==> src/rtl/aes_encrypt_iter_if.sv <==
// Valid/ready handshake bundle between plaintext producer, AES encrypt core and ciphertext consumer.
interface aes_encrypt_iter_if;
    logic         in_valid;
    logic         in_ready;
    logic [127:0] data_in;
    logic         out_valid;
    logic         out_ready;
    logic [127:0] data_out;
    logic         busy;

    modport master (
        output in_valid, data_in, out_ready,
        input  in_ready, out_valid, data_out, busy
    );

    modport slave (
        input  in_valid, data_in, out_ready,
        output in_ready, out_valid, data_out, busy
    );
endinterface

==> src/rtl/aes_encrypt_iter.sv <==
// Iterative AES-128 encryption core: one round per clock, ciphertext held until handshaked.
// Optional macro AES_ENC_KEY_LATCH_EN captures the whole round-key bus on accept.
module aes_encrypt_iter #(
    parameter int Nk = 4,
    parameter int Nr = 10
) (
    input  logic                  clk,
    input  logic                  reset,
    input  logic [(Nr+1)*128-1:0] allKeys,
    aes_encrypt_iter_if.slave     bus
);
    localparam int KW = (Nr + 1) * Nk * 32;

    localparam logic [1:0] IDLE  = 2'd0;
    localparam logic [1:0] ROUND = 2'd1;
    localparam logic [1:0] DONE  = 2'd2;

    localparam logic [3:0] LAST_ROUND = 4'(Nr);

    localparam logic [2047:0] SBOX_TBL = {
        128'h637c777bf26b6fc53001672bfed7ab76,
        128'hca82c97dfa5947f0add4a2af9ca472c0,
        128'hb7fd9326363ff7cc34a5e5f171d83115,
        128'h04c723c31896059a071280e2eb27b275,
        128'h09832c1a1b6e5aa0523bd6b329e32f84,
        128'h53d100ed20fcb15b6acbbe394a4c58cf,
        128'hd0efaafb434d338545f9027f503c9fa8,
        128'h51a3408f929d38f5bcb6da2110fff3d2,
        128'hcd0c13ec5f974417c4a77e3d645d1973,
        128'h60814fdc222a908846eeb814de5e0bdb,
        128'he0323a0a4906245cc2d3ac629195e479,
        128'he7c8376d8dd54ea96c56f4ea657aae08,
        128'hba78252e1ca6b4c6e8dd741f4bbd8b8a,
        128'h703eb5664803f60e613557b986c11d9e,
        128'he1f8981169d98e949b1e87e9ce5528df,
        128'h8ca1890dbfe6426841992d0fb054bb16
    };

    logic [1:0]   fsm;
    logic [3:0]   round;
    logic [127:0] blk_p0;
    logic [127:0] ct_p1;
    logic [127:0] round_out;
    logic [KW-1:0] key_src;
    logic [127:0] round_key [0:Nr];
    logic         accept;

    function automatic logic [7:0] sbox(input logic [7:0] b);
        return SBOX_TBL[(255 - int'(b)) * 8 +: 8];
    endfunction

    // Multiply by x in GF(2^8), reduced modulo 0x11B.
    function automatic logic [7:0] xtime(input logic [7:0] b);
        return {b[6:0], 1'b0} ^ (b[7] ? 8'h1b : 8'h00);
    endfunction

    // Byte k sits at [127-8k -: 8]; column c holds bytes 4c..4c+3 (rows 0..3).
    function automatic logic [127:0] sub_shift(input logic [127:0] s);
        logic [127:0] r;
        r = '0;
        for (int c = 0; c < 4; c++) begin
            for (int w = 0; w < 4; w++) begin
                r[127-8*(4*c+w) -: 8] = sbox(s[127-8*(4*((c+w)%4)+w) -: 8]);
            end
        end
        return r;
    endfunction

    function automatic logic [127:0] mix_columns(input logic [127:0] s);
        logic [127:0] r;
        logic [7:0]   a0, a1, a2, a3;
        r = '0;
        for (int c = 0; c < 4; c++) begin
            a0 = s[127-32*c -: 8];
            a1 = s[119-32*c -: 8];
            a2 = s[111-32*c -: 8];
            a3 = s[103-32*c -: 8];
            r[127-32*c -: 8] = xtime(a0) ^ xtime(a1) ^ a1 ^ a2 ^ a3;
            r[119-32*c -: 8] = a0 ^ xtime(a1) ^ xtime(a2) ^ a2 ^ a3;
            r[111-32*c -: 8] = a0 ^ a1 ^ xtime(a2) ^ xtime(a3) ^ a3;
            r[103-32*c -: 8] = xtime(a0) ^ a0 ^ a1 ^ a2 ^ xtime(a3);
        end
        return r;
    endfunction

    assign accept = (fsm == IDLE) && bus.in_valid;

`ifdef AES_ENC_KEY_LATCH_EN
    logic [KW-1:0] key_reg;

    always_ff @(posedge clk) begin
        if (reset) begin
            key_reg <= '0;
        end else if (accept) begin
            key_reg <= allKeys;
        end
    end

    assign key_src = key_reg;
`else
    // Without key storage the producer must hold allKeys until the block reaches DONE.
    assign key_src = allKeys;
`endif

    always_comb begin
        for (int i = 0; i <= Nr; i++) begin
            round_key[i] = key_src[KW-1-i*128 -: 128];
        end
    end

    always_comb begin
        round_out = sub_shift(blk_p0);
        if (round != LAST_ROUND) begin
            round_out = mix_columns(round_out);
        end
        round_out = round_out ^ round_key[round];
    end

    // Round state register: initial AddRoundKey on accept, one full round per ROUND cycle.
    always_ff @(posedge clk) begin
        if (accept) begin
            blk_p0 <= bus.data_in ^ allKeys[KW-1 -: 128];
        end else if (fsm == ROUND) begin
            blk_p0 <= round_out;
        end
    end

    // Control and ciphertext output register.
    always_ff @(posedge clk) begin
        if (reset) begin
            fsm   <= IDLE;
            round <= 4'd0;
            ct_p1 <= '0;
        end else begin
            case (fsm)
                IDLE: begin
                    if (bus.in_valid) begin
                        fsm   <= ROUND;
                        round <= 4'd1;
                    end
                end
                ROUND: begin
                    if (round == LAST_ROUND) begin
                        fsm   <= DONE;
                        ct_p1 <= round_out;
                    end else begin
                        round <= round + 4'd1;
                    end
                end
                DONE: begin
                    if (bus.out_ready) begin
                        fsm <= IDLE;
                    end
                end
                default: fsm <= IDLE;
            endcase
        end
    end

    assign bus.in_ready  = (fsm == IDLE);
    assign bus.out_valid = (fsm == DONE);
    assign bus.busy      = (fsm == ROUND) || (fsm == DONE);
    assign bus.data_out  = ct_p1;

endmodule

==> src/flat_wrapper.sv <==
// flat-port wrapper written by rule: the top's interface ports become plain ports
module aes_encrypt_iter_flat 
#(
    parameter int Nk = 4,
    parameter int Nr = 10
)
  (clk, reset, allKeys, bus_in_valid, bus_data_in, bus_out_ready, bus_in_ready, bus_out_valid, bus_data_out, bus_busy);
  aes_encrypt_iter_if bus_i ();
  input  logic clk;
  input  logic reset;
  input  logic [(Nr+1)*128-1:0] allKeys;
  input wire logic [$bits(bus_i.in_valid)-1:0] bus_in_valid;
  input wire logic [$bits(bus_i.data_in)-1:0] bus_data_in;
  input wire logic [$bits(bus_i.out_ready)-1:0] bus_out_ready;
  output wire logic [$bits(bus_i.in_ready)-1:0] bus_in_ready;
  output wire logic [$bits(bus_i.out_valid)-1:0] bus_out_valid;
  output wire logic [$bits(bus_i.data_out)-1:0] bus_data_out;
  output wire logic [$bits(bus_i.busy)-1:0] bus_busy;
  assign bus_i.in_valid = bus_in_valid;
  assign bus_i.data_in = bus_data_in;
  assign bus_i.out_ready = bus_out_ready;
  assign bus_in_ready = bus_i.in_ready;
  assign bus_out_valid = bus_i.out_valid;
  assign bus_data_out = bus_i.data_out;
  assign bus_busy = bus_i.busy;
  aes_encrypt_iter #(.Nk(Nk), .Nr(Nr)) u_core (.clk(clk), .reset(reset), .allKeys(allKeys), .bus(bus_i));
endmodule
==> config.mk <==
export PLATFORM = sky130hd
export DESIGN_NAME = aes_encrypt_iter_flat
export DESIGN_NICKNAME = d
export VERILOG_FILES = /design/src/rtl/aes_encrypt_iter_if.sv /design/src/rtl/aes_encrypt_iter.sv /design/src/flat_wrapper.sv
export SDC_FILE = /design/constraint.sdc
export NUM_CORES = 2
export LEC_CHECK = 0
export BUFFER_PORTS_ARGS = -buffer_cell sky130_fd_sc_hd__buf_2
export CORE_AREA = 10 10 639 641
export CTS_CLUSTER_SIZE = 25
export DETAILED_ROUTE_END_ITERATION = 10
export DIE_AREA = 0 0 649 651
export PLACE_DENSITY_LB_ADDON = 0.12
export SETUP_SLACK_MARGIN = 0.15
export SLEW_MARGIN = 20
export SYNTH_ARGS = -nofsm -noshare
export SYNTH_HDL_FRONTEND = slang
export SYNTH_SLANG_ARGS = --single-unit
==> constraint.sdc <==
create_clock -name clk -period 6.15 [get_ports clk]
set_clock_uncertainty 0.15 [all_clocks]
set_input_delay 0.615 -clock clk [delete_from_list [all_inputs] [get_ports clk]]
set_output_delay 0.615 -clock clk [all_outputs]
set_load 0.02 [all_outputs]
---- Yosys cells after proc, flatten, opt, wreduce, memory -nomap -nowiden ----
Cells that the tools add are included.
Widths: inputs -> output; s select.
cells by class
  shift-type cells ........................ 16
  reduce and logical (&&, ||, !) cells .... 8
  order comparisons ....................... 1
  muxes and demuxes ....................... 29
  bitwise operators ....................... 83
  equality and inequality tests ........... 8
  add/subtract/negate cells ............... 17
operators with widths
  kind                        number
  $shiftx 2048x32->8 const A  16
  $mux 128                    5
  $xor 8x8->8                 80
  $bmux 128 s4                1
  $xor 128x128->128           2
  $sub 8x8->9 const A         16
  $mux 5                      16
  $mux 4                      2
  $ne 2x2->1 const B          4
  $pmux 4 s2                  1
  $mux 2                      3
  $pmux 2 s3                  1
  $reduce_and 3->1            2
  $ge 5x5->1 const B          1
  $not 4->5                   1
  $add 4x1->4 const B         1
  $eq 4x4->1 const B          1
  $ne 4x4->1 const B          1
  $reduce_bool 2->1           2
  $eq 2x1->1 const B          1
  $eq 2x2->1 const B          1
  $logic_not 2->1             1
  $reduce_and 2->1            1
  $logic_and 1x1->1           1
  $logic_or 1x1->1            1
word-level totals
  logic and storage cells ................. 166
  output and inout port bits .............. 131
  input port bits ......................... 1540
  bits in registers ....................... 262

---- Depth between registers and ports, before layout ----
  word-level depth ........................ 12
  gate-level depth with buffers ........... 18
  mapped depth without buffers ............ 13

---- Least setup slack after synthesis ----
No wires, ideal clock.
  path type ............................... register to register
  start point ............................. register u_core.fsm[0]
  end point ............................... register u_core.blk_p0[0], enable pin
  slack ................................... 1.230 ns
  stages on the path, launching flop included .. 7
  data required time ...................... 5.491 ns
  period minus slack after synthesis ...... 4.920 ns
  path buffers ............................ 2
  arrival time ............................ 4.261 ns
  setup time .............................. 0.509 ns
  cell sequence ........................... dfxtp_1 inv_1 ha_1 clkbuf_1 nand2_1 clkbuf_1 nand2b_1
between the ends
  cells in the longest elaborated chain, start to end .. 3
  elaborated cells between the ends (all ways) .. 4
  those cells by class .................... eq/ne (1); reduce/logical (3)
RTL lines
  what                                RTL line                 RTL
  from (decl)                         aes_encrypt_iter.sv:39   logic [1:0] fsm;
  from (signal assigned)              aes_encrypt_iter.sv:131  fsm <= IDLE;
  from (signal assigned)              aes_encrypt_iter.sv:138  fsm <= ROUND;
  from (signal assigned)              aes_encrypt_iter.sv:144  fsm <= DONE;
  $logic_not 2->1                     n/a
  named net bus_in_ready              flat_wrapper.sv:15       output wire logic [$bits(bus_i.in_ready)-1:0] bus_in_ready;
  $logic_and 1x1->1                   aes_encrypt_iter.sv:86   assign accept = (fsm == IDLE) && bus.in_valid;
  $reduce_bool 2->1 (no source line)  n/a
  to (signal assigned)                aes_encrypt_iter.sv:122  blk_p0 <= bus.data_in ^ allKeys[KW-1 -: 128];
  to (signal assigned)                aes_encrypt_iter.sv:124  blk_p0 <= round_out;
  to (decl)                           aes_encrypt_iter.sv:41   logic [127:0] blk_p0;
The timed path passes the listed nets, and every way through them passes these cells.
A chain may end at the register's enable or synchronous reset.

---- Worst setup path in the final report ----
  start point ............................. register u_core.blk_p0[64]
  end point ............................... register u_core.blk_p0[32], data pin
between the ends
  cells in the longest elaborated chain, start to end .. 9
RTL lines
  what                  RTL line                 RTL
  $sub 8x8->9 *         aes_encrypt_iter.sv:49   return SBOX_TBL[(255 - int'(b)) * 8 +: 8];
  $shiftx 2048x32->8 *  aes_encrypt_iter.sv:49
  $mux 5                aes_encrypt_iter.sv:54   return {b[6:0], 1'b0} ^ (b[7] ? 8'h1b : 8'h00);
  $xor 8x8->8           aes_encrypt_iter.sv:54
  $xor 8x8->8           aes_encrypt_iter.sv:81   r[103-32*c -: 8] = xtime(a0) ^ a0 ^ a1 ^ a2 ^ xtime(a3);
  $mux 128 *            aes_encrypt_iter.sv:113  if (round != LAST_ROUND) begin
  $xor 128x128->128 *   aes_encrypt_iter.sv:116  round_out = round_out ^ round_key[round];
  $mux 128 *            aes_encrypt_iter.sv:123  end else if (fsm == ROUND) begin
  $mux 128 *            aes_encrypt_iter.sv:121  if (accept) begin
Mark *: on every way between the ends. The rest lies on a longest branch, timed or not. The select of a mux whose other input is x is not followed.

==> flow_summary.ini <==
[final_layout]
fill_cells = 44700
synthToLayoutAreaGrowth_pct = 21.7
drive_gt1_share_pct = 26.0
stdcell_area_um2 = 100000
num-nets-final = 14000

[clock_network]
cts_setup_buffers = 0
cts_made_buffers = 42
cts-root-buf = clkbuf_16
cts.sinks = 262
cts_hold_buf = 0
cts_resized = 0
clk_pin_slew_ns = 0.06
clk_latency_ns = 0.73
cts_max_level = 2
clockBufferDepth = 3
cts_tree = yes

[die]
fp-row-count = 231
dieHeight_um = 651
core_area_um2 = 395000
die_w_um = 649
die_area_um2 = 422000
initial_utilization_pct = 20.8
top_level_ports = 1671

[drt]
route.detailed.drc = 0
vias = 108000
wire_per_inst_um = 42.8
wirelength_um = 773000
ant_nets = 0
drtPass1Iterations = 8
drt_iter0_drc = 18700
vias_per_cell = 6.00

[global_routing]
use_met2_pct = 51.3
grtUsageMet3_pct = 9.16
grt_overflow_total = 0
grt_pass1_vias = 99200
track_usage_pct = 34.2
met1_usage_pct = 44.3
grt_max_degree = 153
antenna_found_initial = 317
grt_pass1_wl_um = 1000000
grt-busiest-layer = met2

[worst_setup_path]
path_delay_family = compound AO/OA/AOI/OAI gates
cp_max_fo = 14
endpoint_kind = register
critPathBufInv = 1
rr_endpoint = u_core.blk_p0[32]
reg2reg_slack_ns = 0.44
cp_cell_sequence = inv_1, ha_1, and2_1, o21ai_0, a21oi_1, nor3_1, a31oi_1, mux4_2, xnor2_1, nand3_1, o21ai_0, a21oi_1
critPathLaunchType = register
required_ns = 6.37
arrival_ns = 5.92
reg2reg_from = u_core.blk_p0[64]
path_depth = 12
endpoint = u_core.blk_p0[32]
crit_start = u_core.blk_p0[64]
crit_slowest_cell = a21oi_1
reg2reg_depth = 12
max_stage_delay_ns = 0.81
path_class = reg2reg

[synth]
synth_top_area_cell = mux4_2
synthesis.area_um2 = 82300
async_reset_ff_share_pct = 0
synth_top_family_by_area = compound AO/OA/AOI/OAI gates
synth_nets = 13000
synth.area.top_cells = mux4_2, a21oi_1, xnor2_1
synth_cell_types = 122
synth-compound-area-share_pct = 31.7
synth_common_cells = a21oi_1, nor2_1, nand2_1
synth_edf_count = 128
syn_inst = 11200
synth-simple-area-share_pct = 20.4
synth_xor_xnor_area_share_pct = 9.48
synth_top_area_share_pct = 13.9
ys.flop_type = dfxtp_1
synth-adder-area-share_pct = 3.55
synth.area.mux_share_pct = 19.0
synth-seq-area-share_pct = 7.93
synth_most_common_cell = a21oi_1
synth_warnings = 0
ys_ff_latch = 262
syn_avg_cell_area_um2 = 7.34

[timing]
finalHoldViolations = 0
period_minus_slack_ns = 5.71
fmax_mhz = 175
timing.final.crit_share_pct = 92.8
setup_viol = 0
setup_tns_ns = 0
rsz0062_at_grt = false
maxSlewHeadroom_pct = 15.5
report.final.slew_viol_count = 0
worstMarginPinSlew_ns = 1.27

[placement]
placed_area_um2 = 97300
portBuffers = 1670
hpwl_um = 636000
gp_congestion = 1.05

[flow_run]
drv_cap = 0

[run_status]
status = finished clean

[min_path]
hold_class = in2reg
## worst min path at each step
stage,startpoint,endpoint,slack (ns),depth (start not counted)
6_report,bus_data_in[49],u_core.blk_p0[49],0.11,3
3_5_place_dp,u_core.bus.data_out[95],u_core.bus.data_out[95],0.30,2
2_1_floorplan,u_core.fsm[1],u_core.fsm[1],0.33,2
5_1_grt,bus_data_in[49],u_core.blk_p0[49],0.11,3
3_3_place_gp,u_core.bus.data_out[49],u_core.bus.data_out[49],0.29,2
4_1_cts,bus_data_in[49],u_core.blk_p0[49],0.08,3
## kinds of logic after synthesis
kind of cell | after synthesis
adders and majority gates | 234
buffers and inverters | 1490
and+or+nand+nor | 3499
DFF | 262
muxes | 915
AOI/OAI and AO/OA | 3952
xor gates and xnor gates | 849
## final cells by class
class | instances | area, um2 | area share, %
tap | 5242 | 6560 | 6.55
timing repair buffer | 2331 | 14000 | 14.0
clock inverter | 20 | 158 | 0.157
clock buffer | 57 | 1320 | 1.31
antenna | 539 | 1350 | 1.35
sequential | 262 | 6540 | 6.53
multi-input combinational | 9449 | 69500 | 69.4
inverter | 179 | 672 | 0.671
## metal layers
| metal | vias to the layer above | share of wire (%) |
|---|---|---|
| li1 | 45100 | - |
| met1 | 54300 | 40 |
| met2 | 7573 | 42 |
| met3 | 1305 | 10 |
| met4 | 122 | 7.1 |
| met5 | - | 0.11 |
## placed cells by master, fill, tap and decap left out, drive strengths merged, types with 53 or more instances in the layout
cell type  instances
ha               232
nand2b           283
mux4             508
mux2i            365
nand2            867
a21o              53
diode            539
o21ai            829
a311oi           139
inv              159
nor2             919
buf             2330
o22ai            197
o211ai           184
or3               62
a31oi            209
o21a              57
a21oi           1043
o221ai            68
dfxtp            134
xor2             302
edfxtp           128
nand3            365
xnor2            529
o31ai            133
o311ai           155
nor2b            269
a211oi           257
or2               85
and3              72
clkbuf            58
nor3             335
a221oi            66
and2              97
## sequential cells by signal, indices dropped and copies added, names as in the netlist
name / flops
u_core.blk_p0: 128
u_core.fsm: 2
u_core.bus.data_out: 128
u_core.round: 4
## per-stage QoR
step           setup WS, ns  cells  hold WS (ns)  utilization [%]
2_1_floorplan          1.23  11200         0.334                -
3_3_place_gp          0.632  17500         0.293             24.6
3_5_place_dp          0.599  17500         0.296             24.6
4_1_cts               0.642  17500        0.0763             25.0
5_1_grt               0.391  18000         0.112             25.3
6_report              0.444  18100         0.113             25.3
## worst reg2reg max path, stage by stage, from the launching register on
cell,delay [ns]
edfxtp_1,0.70
inv_1,0.26
ha_1,0.76
and2_1,0.57
o21ai_0,0.25
a21oi_1,0.37
nor3_1,0.11
a31oi_1,0.45
mux4_2,0.48
xnor2_1,0.22
nand3_1,0.14
o21ai_0,0.09
a21oi_1,0.81
Power is left out: the tool's default activity adds up to more than one toggle a clock period on the data nets, which glitch-free logic cannot reach.
